`src/rtl/pkt_field_builder_if.sv`:
```
// ----------------------------------------------------------------------------
// pkt_field_builder_if
//   Bundles the command handshake and the InBus-style beat bus of
//   pkt_field_builder.
//
//   Command side : Cmd_Valid, Cmd_Ready, Cmd_Length, Cmd_Fields, Cmd_Error
//   Beat side    : OutBus_Ready, OutBus_DataValid, OutBus_DataSop,
//                  OutBus_DataEop, OutBus_Mod, OutBus_Data
//
//   modport master : the builder's view (accepts commands, sources beats)
//   modport slave  : the view of the block feeding commands / sinking beats
// ----------------------------------------------------------------------------
interface pkt_field_builder_if #(
    parameter int unsigned DATA_WIDTH     = 64,
    parameter int unsigned FIELD_NUMBER   = 4,
    parameter int unsigned FIELD_SIZE_MAX = 4
);
    localparam int unsigned MOD_WIDTH = $clog2(DATA_WIDTH / 8);

    logic                                     Cmd_Valid;
    logic                                     Cmd_Ready;
    logic [15:0]                              Cmd_Length;
    logic [FIELD_NUMBER*FIELD_SIZE_MAX*8-1:0] Cmd_Fields;
    logic                                     Cmd_Error;

    logic                                     OutBus_Ready;
    logic                                     OutBus_DataValid;
    logic                                     OutBus_DataSop;
    logic                                     OutBus_DataEop;
    logic [MOD_WIDTH-1:0]                     OutBus_Mod;
    logic [DATA_WIDTH-1:0]                    OutBus_Data;

    modport master (
        input  Cmd_Valid, Cmd_Length, Cmd_Fields, OutBus_Ready,
        output Cmd_Ready, Cmd_Error,
        output OutBus_DataValid, OutBus_DataSop, OutBus_DataEop,
        output OutBus_Mod, OutBus_Data
    );

    modport slave (
        output Cmd_Valid, Cmd_Length, Cmd_Fields, OutBus_Ready,
        input  Cmd_Ready, Cmd_Error,
        input  OutBus_DataValid, OutBus_DataSop, OutBus_DataEop,
        input  OutBus_Mod, OutBus_Data
    );
endinterface

```
`src/rtl/pkt_field_builder.sv`:
```
// ----------------------------------------------------------------------------
// pkt_field_builder
//   Packet source for the InBus beat protocol. Takes one command per packet
//   (length + one value per field), writes every field at its configured byte
//   offset, fills the remaining bytes and streams the packet out in
//   DATA_WIDTH-bit beats with SOP/EOP/Mod framing and full backpressure.
//
// Ports
//   Clk  : clock, rising edge
//   Rst  : synchronous active-high reset
//   bus  : pkt_field_builder_if.master
//            Cmd_Valid/Cmd_Ready/Cmd_Length/Cmd_Fields  command handshake
//            Cmd_Error     one-cycle pulse after a rejected command
//            OutBus_*      beat stream (Ready in, Valid/Sop/Eop/Mod/Data out)
//
// Build option
//   PKT_BUILDER_LFSR_FILL_EN : filler bytes come from a 32-bit Fibonacci LFSR
//   (x^32+x^22+x^2+x+1, seed 32'hACE1_0001) stepped once per filler byte and
//   kept running across packets. Undefined: filler at packet index k is k[7:0].
// ----------------------------------------------------------------------------
module pkt_field_builder #(
    parameter int unsigned                     DATA_WIDTH     = 64,
    parameter int unsigned                     FIELD_NUMBER   = 4,
    parameter int unsigned                     FIELD_SIZE_MAX = 4,
    parameter logic [8*FIELD_NUMBER-1:0]       FIELD_OFFSET   = {8'd1, 8'd2, 8'd3, 8'd4},
    parameter logic [32*FIELD_NUMBER-1:0]      FIELD_SIZE     = {32'd1, 32'd2, 32'd3, 32'd4}
) (
    input logic                 Clk,
    input logic                 Rst,
    pkt_field_builder_if.master bus
);

    localparam int unsigned BPB          = DATA_WIDTH / 8;
    localparam int unsigned MOD_WIDTH    = $clog2(BPB);
    localparam int unsigned FIELD_BITS   = FIELD_SIZE_MAX * 8;
    localparam int unsigned FIELDS_WIDTH = FIELD_NUMBER * FIELD_BITS;

    // Shortest length that still holds every field completely.
    function automatic int unsigned calc_lmin();
        int unsigned m;
        int unsigned end_byte;
        m = 0;
        for (int unsigned i = 0; i < FIELD_NUMBER; i++) begin
            end_byte = 32'(FIELD_OFFSET[8*i +: 8]) + FIELD_SIZE[32*i +: 32];
            if (end_byte > m) m = end_byte;
        end
        return m;
    endfunction

    localparam int unsigned L_MIN = calc_lmin();

    // Returns {hit, byte} for packet byte k. Fields are scanned in ascending
    // index order so the highest overlapping field wins.
    function automatic logic [8:0] field_byte(input logic [31:0]             k,
                                              input logic [FIELDS_WIDTH-1:0] f);
        logic [8:0]  r;
        logic [31:0] off;
        logic [31:0] rel;
        r = '0;
        for (int unsigned i = 0; i < FIELD_NUMBER; i++) begin
            off = 32'(FIELD_OFFSET[8*i +: 8]);
            rel = k - off;
            if (k >= off && rel < FIELD_SIZE[32*i +: 32] && rel < FIELD_SIZE_MAX)
                r = {1'b1, f[FIELD_BITS*i + 8*rel +: 8]};
        end
        return r;
    endfunction

`ifdef PKT_BUILDER_LFSR_FILL_EN
    function automatic logic [31:0] lfsr_step(input logic [31:0] s);
        return {s[30:0], s[31] ^ s[21] ^ s[1] ^ s[0]};
    endfunction
`endif

    typedef enum logic [0:0] {IDLE, SEND} state_t;

    state_t                  r_state;
    state_t                  w_state_next;

    logic                    r_ready;
    logic                    r_err;
    logic                    r_valid;
    logic                    r_sop;
    logic                    r_eop;
    logic [MOD_WIDTH-1:0]    r_mod;
    logic [DATA_WIDTH-1:0]   r_data;
    logic [15:0]             r_len;
    logic [FIELDS_WIDTH-1:0] r_fields;
    logic [15:0]             r_beat;
`ifdef PKT_BUILDER_LFSR_FILL_EN
    logic [31:0]             r_lfsr;
    logic [31:0]             w_lfsr_next;
`endif

    logic                    w_accept;
    logic                    w_cmd_ok;
    logic                    w_start;
    logic                    w_adv;

    logic [15:0]             w_src_len;
    logic [FIELDS_WIDTH-1:0] w_src_fields;
    logic [15:0]             w_src_beat;
    logic                    w_eop;
    logic [MOD_WIDTH-1:0]    w_mod;
    logic [DATA_WIDTH-1:0]   w_beat_data;

    // ------------------------------------------------------------------
    // FSM next state and handshake decode
    // ------------------------------------------------------------------
    always_comb begin
        w_state_next = r_state;
        w_accept     = bus.Cmd_Valid && r_ready;
        w_cmd_ok     = (bus.Cmd_Length != 16'd0) && (32'(bus.Cmd_Length) >= L_MIN);
        w_start      = 1'b0;
        w_adv        = 1'b0;
        case (r_state)
            IDLE: begin
                if (w_accept && w_cmd_ok) begin
                    w_start      = 1'b1;
                    w_state_next = SEND;
                end
            end
            SEND: begin
                w_adv = r_valid && bus.OutBus_Ready;
                if (w_adv && r_eop) w_state_next = IDLE;
            end
            default: w_state_next = IDLE;
        endcase
    end

    // ------------------------------------------------------------------
    // Beat composer. Beat 0 is built straight from the command inputs so it
    // can be registered on the accepting edge; later beats come from the
    // latched command.
    // ------------------------------------------------------------------
    always_comb begin : beat_compose
        logic [31:0] base;
        logic [31:0] k;
        logic [31:0] last_beat;
        logic [8:0]  hit;

        w_src_len    = r_len;
        w_src_fields = r_fields;
        w_src_beat   = r_beat + 16'd1;
        if (r_state == IDLE) begin
            w_src_len    = bus.Cmd_Length;
            w_src_fields = bus.Cmd_Fields;
            w_src_beat   = '0;
        end

        last_beat = (32'(w_src_len) - 32'd1) / BPB;
        w_eop     = (32'(w_src_beat) == last_beat);
        w_mod     = w_eop ? w_src_len[MOD_WIDTH-1:0] : '0;

        base        = 32'(w_src_beat) * BPB;
        k           = '0;
        hit         = '0;
        w_beat_data = '0;
`ifdef PKT_BUILDER_LFSR_FILL_EN
        w_lfsr_next = r_lfsr;
`endif
        for (int unsigned j = 0; j < BPB; j++) begin
            k   = base + j;
            hit = field_byte(k, w_src_fields);
            // Bytes past the packet end stay 0 and do not consume filler.
            if (k < 32'(w_src_len)) begin
                if (hit[8]) begin
                    w_beat_data[8*j +: 8] = hit[7:0];
                end else begin
`ifdef PKT_BUILDER_LFSR_FILL_EN
                    w_beat_data[8*j +: 8] = w_lfsr_next[7:0];
                    w_lfsr_next           = lfsr_step(w_lfsr_next);
`else
                    w_beat_data[8*j +: 8] = k[7:0];
`endif
                end
            end
        end
    end

    // ------------------------------------------------------------------
    // State and output registers
    // ------------------------------------------------------------------
    always_ff @(posedge Clk) begin
        if (Rst) begin
            r_state  <= IDLE;
            r_ready  <= 1'b0;
            r_err    <= 1'b0;
            r_valid  <= 1'b0;
            r_sop    <= 1'b0;
            r_eop    <= 1'b0;
            r_mod    <= '0;
            r_data   <= '0;
            r_len    <= '0;
            r_fields <= '0;
            r_beat   <= '0;
`ifdef PKT_BUILDER_LFSR_FILL_EN
            r_lfsr   <= 32'hACE1_0001;
`endif
        end else begin
            r_state <= w_state_next;
            // Registered so it reads 0 in the cycle after reset is sampled.
            r_ready <= (w_state_next == IDLE);
            r_err   <= w_accept && !w_cmd_ok;

            if (w_start) begin
                r_len    <= bus.Cmd_Length;
                r_fields <= bus.Cmd_Fields;
            end

            if (w_start || (w_adv && !r_eop)) begin
                r_valid <= 1'b1;
                r_sop   <= w_start;
                r_eop   <= w_eop;
                r_mod   <= w_mod;
                r_data  <= w_beat_data;
                r_beat  <= w_src_beat;
`ifdef PKT_BUILDER_LFSR_FILL_EN
                r_lfsr  <= w_lfsr_next;
`endif
            end else if (w_adv) begin
                r_valid <= 1'b0;
                r_sop   <= 1'b0;
                r_eop   <= 1'b0;
                r_mod   <= '0;
                r_data  <= '0;
            end
        end
    end

    assign bus.Cmd_Ready        = r_ready;
    assign bus.Cmd_Error        = r_err;
    assign bus.OutBus_DataValid = r_valid;
    assign bus.OutBus_DataSop   = r_sop;
    assign bus.OutBus_DataEop   = r_eop;
    assign bus.OutBus_Mod       = r_mod;
    assign bus.OutBus_Data      = r_data;

endmodule

```
`src/flat_wrapper.sv`:
```
// flat-port wrapper written by rule: the top's interface ports become plain ports
module pkt_field_builder_flat 
#(
    parameter int unsigned                     DATA_WIDTH     = 64,
    parameter int unsigned                     FIELD_NUMBER   = 4,
    parameter int unsigned                     FIELD_SIZE_MAX = 4,
    parameter logic [8*FIELD_NUMBER-1:0]       FIELD_OFFSET   = {8'd1, 8'd2, 8'd3, 8'd4},
    parameter logic [32*FIELD_NUMBER-1:0]      FIELD_SIZE     = {32'd1, 32'd2, 32'd3, 32'd4}
)
  (Clk, Rst, bus_Cmd_Valid, bus_Cmd_Length, bus_Cmd_Fields, bus_OutBus_Ready, bus_Cmd_Ready, bus_Cmd_Error, bus_OutBus_DataValid, bus_OutBus_DataSop, bus_OutBus_DataEop, bus_OutBus_Mod, bus_OutBus_Data);
  pkt_field_builder_if #(.DATA_WIDTH(DATA_WIDTH), .FIELD_NUMBER(FIELD_NUMBER), .FIELD_SIZE_MAX(FIELD_SIZE_MAX)) bus_i ();
  input logic Clk;
  input logic Rst;
  input wire logic [$bits(bus_i.Cmd_Valid)-1:0] bus_Cmd_Valid;
  input wire logic [$bits(bus_i.Cmd_Length)-1:0] bus_Cmd_Length;
  input wire logic [$bits(bus_i.Cmd_Fields)-1:0] bus_Cmd_Fields;
  input wire logic [$bits(bus_i.OutBus_Ready)-1:0] bus_OutBus_Ready;
  output wire logic [$bits(bus_i.Cmd_Ready)-1:0] bus_Cmd_Ready;
  output wire logic [$bits(bus_i.Cmd_Error)-1:0] bus_Cmd_Error;
  output wire logic [$bits(bus_i.OutBus_DataValid)-1:0] bus_OutBus_DataValid;
  output wire logic [$bits(bus_i.OutBus_DataSop)-1:0] bus_OutBus_DataSop;
  output wire logic [$bits(bus_i.OutBus_DataEop)-1:0] bus_OutBus_DataEop;
  output wire logic [$bits(bus_i.OutBus_Mod)-1:0] bus_OutBus_Mod;
  output wire logic [$bits(bus_i.OutBus_Data)-1:0] bus_OutBus_Data;
  assign bus_i.Cmd_Valid = bus_Cmd_Valid;
  assign bus_i.Cmd_Length = bus_Cmd_Length;
  assign bus_i.Cmd_Fields = bus_Cmd_Fields;
  assign bus_i.OutBus_Ready = bus_OutBus_Ready;
  assign bus_Cmd_Ready = bus_i.Cmd_Ready;
  assign bus_Cmd_Error = bus_i.Cmd_Error;
  assign bus_OutBus_DataValid = bus_i.OutBus_DataValid;
  assign bus_OutBus_DataSop = bus_i.OutBus_DataSop;
  assign bus_OutBus_DataEop = bus_i.OutBus_DataEop;
  assign bus_OutBus_Mod = bus_i.OutBus_Mod;
  assign bus_OutBus_Data = bus_i.OutBus_Data;
  pkt_field_builder #(.DATA_WIDTH(DATA_WIDTH), .FIELD_NUMBER(FIELD_NUMBER), .FIELD_SIZE_MAX(FIELD_SIZE_MAX), .FIELD_OFFSET(FIELD_OFFSET), .FIELD_SIZE(FIELD_SIZE)) u_core (.Clk(Clk), .Rst(Rst), .bus(bus_i));
endmodule
```
`config.mk`:
```
export PLATFORM = sky130hd
export DESIGN_NAME = pkt_field_builder_flat
export DESIGN_NICKNAME = d
export VERILOG_FILES = /design/src/rtl/pkt_field_builder_if.sv /design/src/rtl/pkt_field_builder.sv /design/src/flat_wrapper.sv
export SDC_FILE = /design/constraint.sdc
export NUM_CORES = 1
export LEC_CHECK = 0
export CAP_MARGIN = 20
export CORE_MARGIN = 5
export CORE_UTILIZATION = 51
export DETAILED_ROUTE_END_ITERATION = 16
export PLACE_DENSITY_LB_ADDON = 0.3
export SETUP_SLACK_MARGIN = 0.05
export SLEW_MARGIN = 25
export SYNTH_ARGS = -nofsm -noshare
export SYNTH_HDL_FRONTEND = slang
export SYNTH_SLANG_ARGS = --single-unit
```
`constraint.sdc`:
```
create_clock -name Clk -period 4.8 [get_ports Clk]
set_clock_uncertainty 0.2 [all_clocks]
set_input_delay 0.48 -clock Clk [delete_from_list [all_inputs] [get_ports Clk]]
set_output_delay 0.48 -clock Clk [all_outputs]
set_load 0.005 [all_outputs]
```
==> results of run 1 <==
-- kinds of logic after synthesis --
group | count (synthesis) | share of synthesized area, %
AOI/OAI and AO/OA | 364 | 19.2
xor gates and xnor gates | 26 | 2.49
adders and majority gates | 17 | 2.07
buffers and inverters | 111 | 4.34
DFF | 213 | 41.6
muxes | 76 | 7.59
and+or+nand+nor | 543 | 22.7
-- worst register-to-register path, cell delays in order, from the launching register on --
cell      delay, ps
dfxtp_1         400
ha_1            310
nand2_1         190
or3_4           380
a21oi_4         210
ha_1            280
a21o_1          180
a21o_1          160
a21o_1          200
a221oi_2        440
nand3_1         210
a21oi_1         320
nand3b_1        320
o31ai_1         330
-- flip-flops by register name, indices dropped and copies added, names as in the netlist, 3 cells and up --
name / cells
u_core.r_fields: 108
u_core.bus.OutBus_Data: 64
u_core.r_beat: 16
u_core.r_len: 16
u_core.bus.OutBus_Mod: 3
-- report_power, final --
part | switching, mW | total, mW | internal, mW
Clock | 0.704 | 1.64 | 0.934
Sequential | 0.0610 | 1.92 | 1.86
Combinational | 0.357 | 0.661 | 0.304
-- cell usage after synthesis, types with 4 or more instances --
| master | count | area share [%] |
|---|---|---|
| buf_1 | 14 | 0.51 |
| o211ai_1 | 5 | 0.37 |
| xnor2_1 | 12 | 1.0 |
| clkbuf_1 | 72 | 2.6 |
| inv_1 | 13 | 0.48 |
| dfxtp_1 | 213 | 42 |
| nand2_1 | 367 | 13 |
| nor2b_1 | 6 | 0.37 |
| nor3_1 | 14 | 0.68 |
| ha_1 | 17 | 2.1 |
| a22oi_1 | 5 | 0.37 |
| and3_1 | 4 | 0.24 |
| nand3_1 | 14 | 0.68 |
| nor2_1 | 77 | 2.8 |
| a21o_1 | 9 | 0.66 |
| a21oi_1 | 251 | 12 |
| mux2_2 | 4 | 0.44 |
| or3_1 | 5 | 0.30 |
| xor2_1 | 12 | 1.0 |
| nor3b_1 | 5 | 0.37 |
| o21ai_0 | 59 | 2.9 |
| nand2b_1 | 9 | 0.55 |
| o21ai_1 | 7 | 0.34 |
| nand4_1 | 8 | 0.49 |
| buf_2 | 8 | 0.39 |
| o31ai_1 | 9 | 0.66 |
| mux2i_1 | 71 | 6.9 |
| nor4_1 | 5 | 0.30 |
| and2_1 | 8 | 0.49 |
-- worst min-delay path by stage --
stage	startpoint	to	slack, ps	cells after the start
floorplan	u_core.r_fields[19]	u_core.r_fields[19]	230	2
global placement	u_core.bus.OutBus_Data[3]	u_core.bus.OutBus_Data[3]	230	2
detailed placement	u_core.bus.OutBus_Data[3]	u_core.bus.OutBus_Data[3]	240	2
CTS	u_core.bus.OutBus_Data[3]	u_core.bus.OutBus_Data[3]	250	2
global route	u_core.bus.OutBus_Data[40]	u_core.bus.OutBus_Data[40]	270	2
finish	u_core.bus.OutBus_Data[3]	u_core.bus.OutBus_Data[3]	250	2
-- final cells by class --
cell class / count / area share [%]
flip-flops and latches: 213 / 32.6
clock inverters: 7 / 0.334
diodes: 2 / 0.0382
repair buffers: 220 / 16.6
clock buffers: 34 / 4.94
multi-input cells: 1026 / 42.6
well taps: 265 / 2.53
inverters: 13 / 0.373
-- repair_timing --
action,CTS,global route
endpoints found under the hold margin,0,0
buffers inserted,0,0
resized for setup,0,1
hold buffers,0,0
endpoints found under the setup margin,0,1
-- layer usage --
layer	share of wire, %	up-vias	routed length [um]	GRT usage, %
met1	45	4626	14100	35.8
met4	2.6	0	809	6.81
li1	-	4901	-	-
met3	7.3	62	2300	4.60
met5	0	-	0	0
met2	45	392	14200	41.4
==> flow_summary_export.csv, run 1 <==
group,metric,value,unit
run_status,status,"finished clean",
setup_path,slowest_delay,440,ps
setup_path,cp_num_buf_inv,0,
synth,synth_edf_count,0,
pwr,p_total,4.22,mW
sta,fin_hold_ws,247,ps
global_routing,grt_pass1_wl,50200,um
sta,timing.final.ws_setup,581,ps
setup_path,reg2reg_slack,580,ps
clocking,cts_sinks,213,
pwr,peakVddDrop,252,uV
synth,synth.distinct_cells,63,
setup_path,worstPathMaxFanout,7,
synth,ys_ff_latch,213,
sta,drv_slew,0,
sta,rsz0062_at_grt,"no",
global_routing,grt_use_total,25.7,%
die,die_x,152,um
setup_path,reg2regPathDepth,13,
global_routing,antenna_found_initial,1,
die,start_util,52.2,%
placement,hpwl,21500,um
layout,design_area,0.0131,sq mm
detailed_routing,drc_errors,0,
detailed_routing,wirelength,31400,um
die,fp.dieH,152,um
layout,layout_commonest_cell,"nand2_1",
placement,dpl_cell_area,0.0124,sq mm
detailed_routing,dr.pass1.iters,5,
layout,nets,1662,
clocking,clk_pin_slew,60,ps
placement,io_buffers,199,
setup_path,cp.arrival,4430,ps
setup_path,end_kind,"flip-flop",
global_routing,grt_max_degree,125,
sta,setup_viol,0,
setup_path,cp.depth,13,
sta,relSlewSlack,30.2,%
setup_path,cp_common_cell,"a21o_1",
die,row_count,51,
synth,syn_avg_cell_area,7.60,sq um
setup_path,cpMaxStageDelayCell,"a221oi_2",
clocking,insertion_delay,510,ps
detailed_routing,antenna_left,0,
layout,final_core_util,66.6,%
setup_path,worstSetupPathType,"reg -> reg",
layout,synthToLayoutAreaGrowth,27.7,%
setup_path,crit_chain,"ha_1 > nand2_1 > or3_4 > a21oi_4 > ha_1 > a21o_1 > a21o_1 > a21o_1 > a221oi_2 > nand3_1 > a21oi_1 > nand3b_1 > o31ai_1",
placement,pre_cts_ws,435,ps
clocking,cts_tree,"done",
layout,layout_common_cells,"nand2_1 (367), a21oi_1 (251), dfxtp_1 (211)",
sta,finalCriticalPeriod,4220,ps
synth,synth_ff_type,"dfxtp_1",
setup_path,start_kind,"flip-flop",
sta,fin_crit_sh,87.9,%
pwr,p_leak,4.65,nW
setup_path,r2r_start,"u_core.r_beat[1]",
synth,netlist_instances,1350,
die,core,0.0197,sq mm
clocking,clock-root-buffer,"clkbuf_16",
synth,async_reset_ff_share,0,%
setup_path,r2r_end,"u_core.bus.OutBus_Data[50]",
setup_path,endpoint,"u_core.bus.OutBus_Data[50]",
sta,finalHoldViolCount,0,
layout,drive_gt1_share,5.22,%
detailed_routing,vias_per_cell,5.61,
setup_path,crit_required,5010,ps
synth,syn_area,0.0103,sq mm
placement,dp_cells,1737,
sta,fmaxAchievable,237,MHz
placement,gp_congestion,0.911,
global_routing,globalRouteOverflowTotal,0,
global_routing,grt_pass1_vias,9473,
clocking,clockBufferDepth,3,
setup_path,cpLargestDelayFamily,"compound AO/OA/AOI/OAI gates",
clocking,cts_buffers,23,
synth,syn-num-nets,1515,
sta,worst_pin_slew,1050,ps
die,ios,220,
layout,num-fill-cells,1741,
synth,yosysWarnings,0,
sta,setup_tns,0,ps
pwr,power_density,322,mW/mm^2
detailed_routing,routedWlPerCell,17.7,um
layout,ff_latch_area,0.00427,sq mm
detailed_routing,first_iter_violations,801,
clocking,htreeDepth,1,
flow_run,cap_violations,0,
layout,final_cell_count_no_fill,1780,
synth,seq_area_frac_synth,41.6,%
layout,multiInputGateArea,0.00558,sq mm
detailed_routing,via_count,9981,
die,die_area,0.0231,sq mm
hold_path,hold_class,"reg -> reg",
setup_path,crit_path_start,"u_core.r_beat[1]",
No activity file was read; power rests on OpenSTA's default activity.
==> run 2, diff against run 1 <==
Settings changed: RECOVER_POWER set to 100.
==> flow_summary_export.csv, run 2 (synthesized netlist as in run 1, its figures left out) <==
group,metric,value,unit
clocking,htreeDepth,1,
setup_path,crit_required,5010,ps
setup_path,start_kind,"flip-flop",
hold_path,min_path_cells,2,
sta,setup_viol,0,
layout,layout_common_cells,"nand2_1 (367), a21oi_1 (251), dfxtp_1 (211)",
die,fp.dieH,152,um
pwr,peakVddDrop,248,uV
layout,num-fill-cells,1750,
die,die_area,0.0231,sq mm
clocking,cts_sinks,213,
hold_path,hold_end,"u_core.bus.OutBus_Data[3]",
placement,io_buffers,199,
clocking,clk_pin_slew,60,ps
global_routing,grt_pass1_wl,50200,um
die,core,0.0197,sq mm
sta,finalHoldViolCount,0,
setup_path,r2r_end,"u_core.bus.OutBus_Data[34]",
clocking,cts_tree,"done",
sta,relSlewSlack,-90.0,%
sta,fmaxAchievable,235,MHz
hold_path,hold_class,"reg -> reg",
detailed_routing,antenna_left,0,
detailed_routing,routedWlPerCell,17.7,um
die,die_x,152,um
global_routing,antenna_found_initial,1,
sta,fin_crit_sh,88.6,%
sta,finalCriticalPeriod,4250,ps
layout,final_cell_count_no_fill,1780,
clocking,clockBufferDepth,3,
clocking,cts_buffers,23,
setup_path,slowest_delay,440,ps
layout,largest_register_ffs,108,
placement,gp_congestion,0.911,
setup_path,crit_chain,"ha_1 > nand2_1 > or3_4 > a21oi_4 > ha_1 > a21o_1 > a21o_1 > a21o_1 > a221oi_2 > nand3_1 > nor2_1 > clkbuf_1 > nand2_1 > o31ai_1",
detailed_routing,wirelength,31500,um
clocking,clock-root-buffer,"clkbuf_16",
detailed_routing,via_count,9964,
run_status,status,"finished, violations left",
layout,synthToLayoutAreaGrowth,27.3,%
die,start_util,52.2,%
hold_path,hp-start,"u_core.bus.OutBus_Data[3]",
setup_path,cpMaxStageDelayCell,"a221oi_2",
setup_path,reg2regPathDepth,14,
setup_path,cp_common_cell,"a21o_1",
die,row_count,51,
setup_path,reg2reg_slack,550,ps
setup_path,worstSetupPathType,"reg -> reg",
die,ios,220,
pwr,power_density,321,mW/mm^2
clocking,hold_buffers,0,
setup_path,end_kind,"flip-flop",
placement,dp_cells,1737,
layout,layout_commonest_cell,"nand2_1",
placement,hpwl,21500,um
setup_path,worstPathMaxFanout,8,
detailed_routing,drc_errors,0,
setup_path,cp_num_buf_inv,1,
sta,rsz0062_at_grt,"no",
sta,drv_slew,183,
global_routing,grt_max_degree,125,
detailed_routing,vias_per_cell,5.60,
detailed_routing,dr.pass1.iters,5,
layout,nets,1662,
flow_run,cap_violations,3,
global_routing,globalRouteOverflowTotal,0,
clocking,insertion_delay,510,ps
sta,worst_pin_slew,2850,ps
global_routing,grt_use_total,25.7,%
layout,largest-register,"u_core.r_fields",
detailed_routing,first_iter_violations,906,
setup_path,cpLargestDelayFamily,"compound AO/OA/AOI/OAI gates",
pwr,p_leak,4.85,nW
global_routing,grt_pass1_vias,9473,
setup_path,r2r_start,"u_core.r_beat[1]",
setup_path,cp.arrival,4460,ps
sta,setup_tns,0,ps
run_status,violations,"max-capacitance violations, max-slew violations",
layout,drive_gt1_share,4.89,%
[run 2: changes by cell type in the layout (fill, tap and decap cells not counted), sizes merged]
cell and delta:
clkdlybuf4s50 -72, clkbuf +8, dlygate4sd3 +72, buf -8
[run 2: how the worst max path moves through the flow]
stage,endpoint,cells after the start,start,slack [ps]
finish,u_core.bus.OutBus_Data[34],14,u_core.r_beat[1],550
global route,u_core.bus.OutBus_Data[50],13,u_core.r_beat[1],290
CTS,u_core.bus.OutBus_Data[50],13,u_core.r_beat[1],390
detailed placement,u_core.bus.OutBus_Data[49],13,u_core.r_beat[1],430
global placement,u_core.bus.OutBus_Data[49],13,u_core.r_beat[1],530
floorplan,u_core.bus.OutBus_Data[22],18,u_core.r_state,440
[run 2: where the power goes]
| group | switching [mW] | leakage [nW] | internal (mW) |
|---|---|---|---|
| Clock | 0.700 | 0.335 | 0.934 |
| Combinational | 0.357 | 2.79 | 0.287 |
| Sequential | 0.0596 | 1.73 | 1.86 |
[run 2: worst reg2reg max path: stages (launching register included)]
cell      delay (ps)
dfxtp_1          400
ha_1             310
nand2_1          190
or3_4            380
a21oi_4          210
ha_1             280
a21o_1           180
a21o_1           160
a21o_1           200
a221oi_2         450
nand3_1          210
nor2_1           120
clkbuf_1         290
nand2_1          280
o31ai_1          290
[run 2: cell type report]
class / count / area [sq um] / share of cell area [%]
clock inverters: 7 / 43.8 / 0.335
well taps: 265 / 332 / 2.54
flip-flops and latches: 213 / 4270 / 32.7
inverters: 13 / 48.8 / 0.374
repair buffers: 220 / 2130 / 16.3
clock buffers: 34 / 647 / 4.95
diodes: 2 / 5.00 / 0.0383
multi-input cells: 1026 / 5570 / 42.7
[run 2: per-layer routing]
metal  routed length [um]  up-vias  global-route usage, %
met5                    0        -                      0
met4                  819        0                   6.81
met3                 2390       59                   4.60
met2                14200      413                   41.4
li1                     -     4893                      -
met1                14000     4599                   35.8
[run 2: per-stage QoR]
| stage | power (mW) | utilization, % | hold WS [ps] | cell area, sq um | setup slack [ps] |
|---|---|---|---|---|---|
| CTS | 4.23 | 66.6 | 250 | 13100 | 394 |
| global route | 4.37 | 66.4 | 263 | 13100 | 291 |
| finish | 4.19 | 66.4 | 244 | 13100 | 546 |
| floorplan | 2.30 | - | 233 | 10300 | 441 |
| detailed placement | 2.61 | 63.1 | 239 | 12400 | 435 |
| global placement | 2.59 | 63.1 | 230 | 12400 | 530 |
[run 2: what timing repair did]
item	CTS	global route
resized for setup	0	1
endpoints found under the setup margin	0	1
hold endpoints to repair	0	0
buffers inserted	0	0
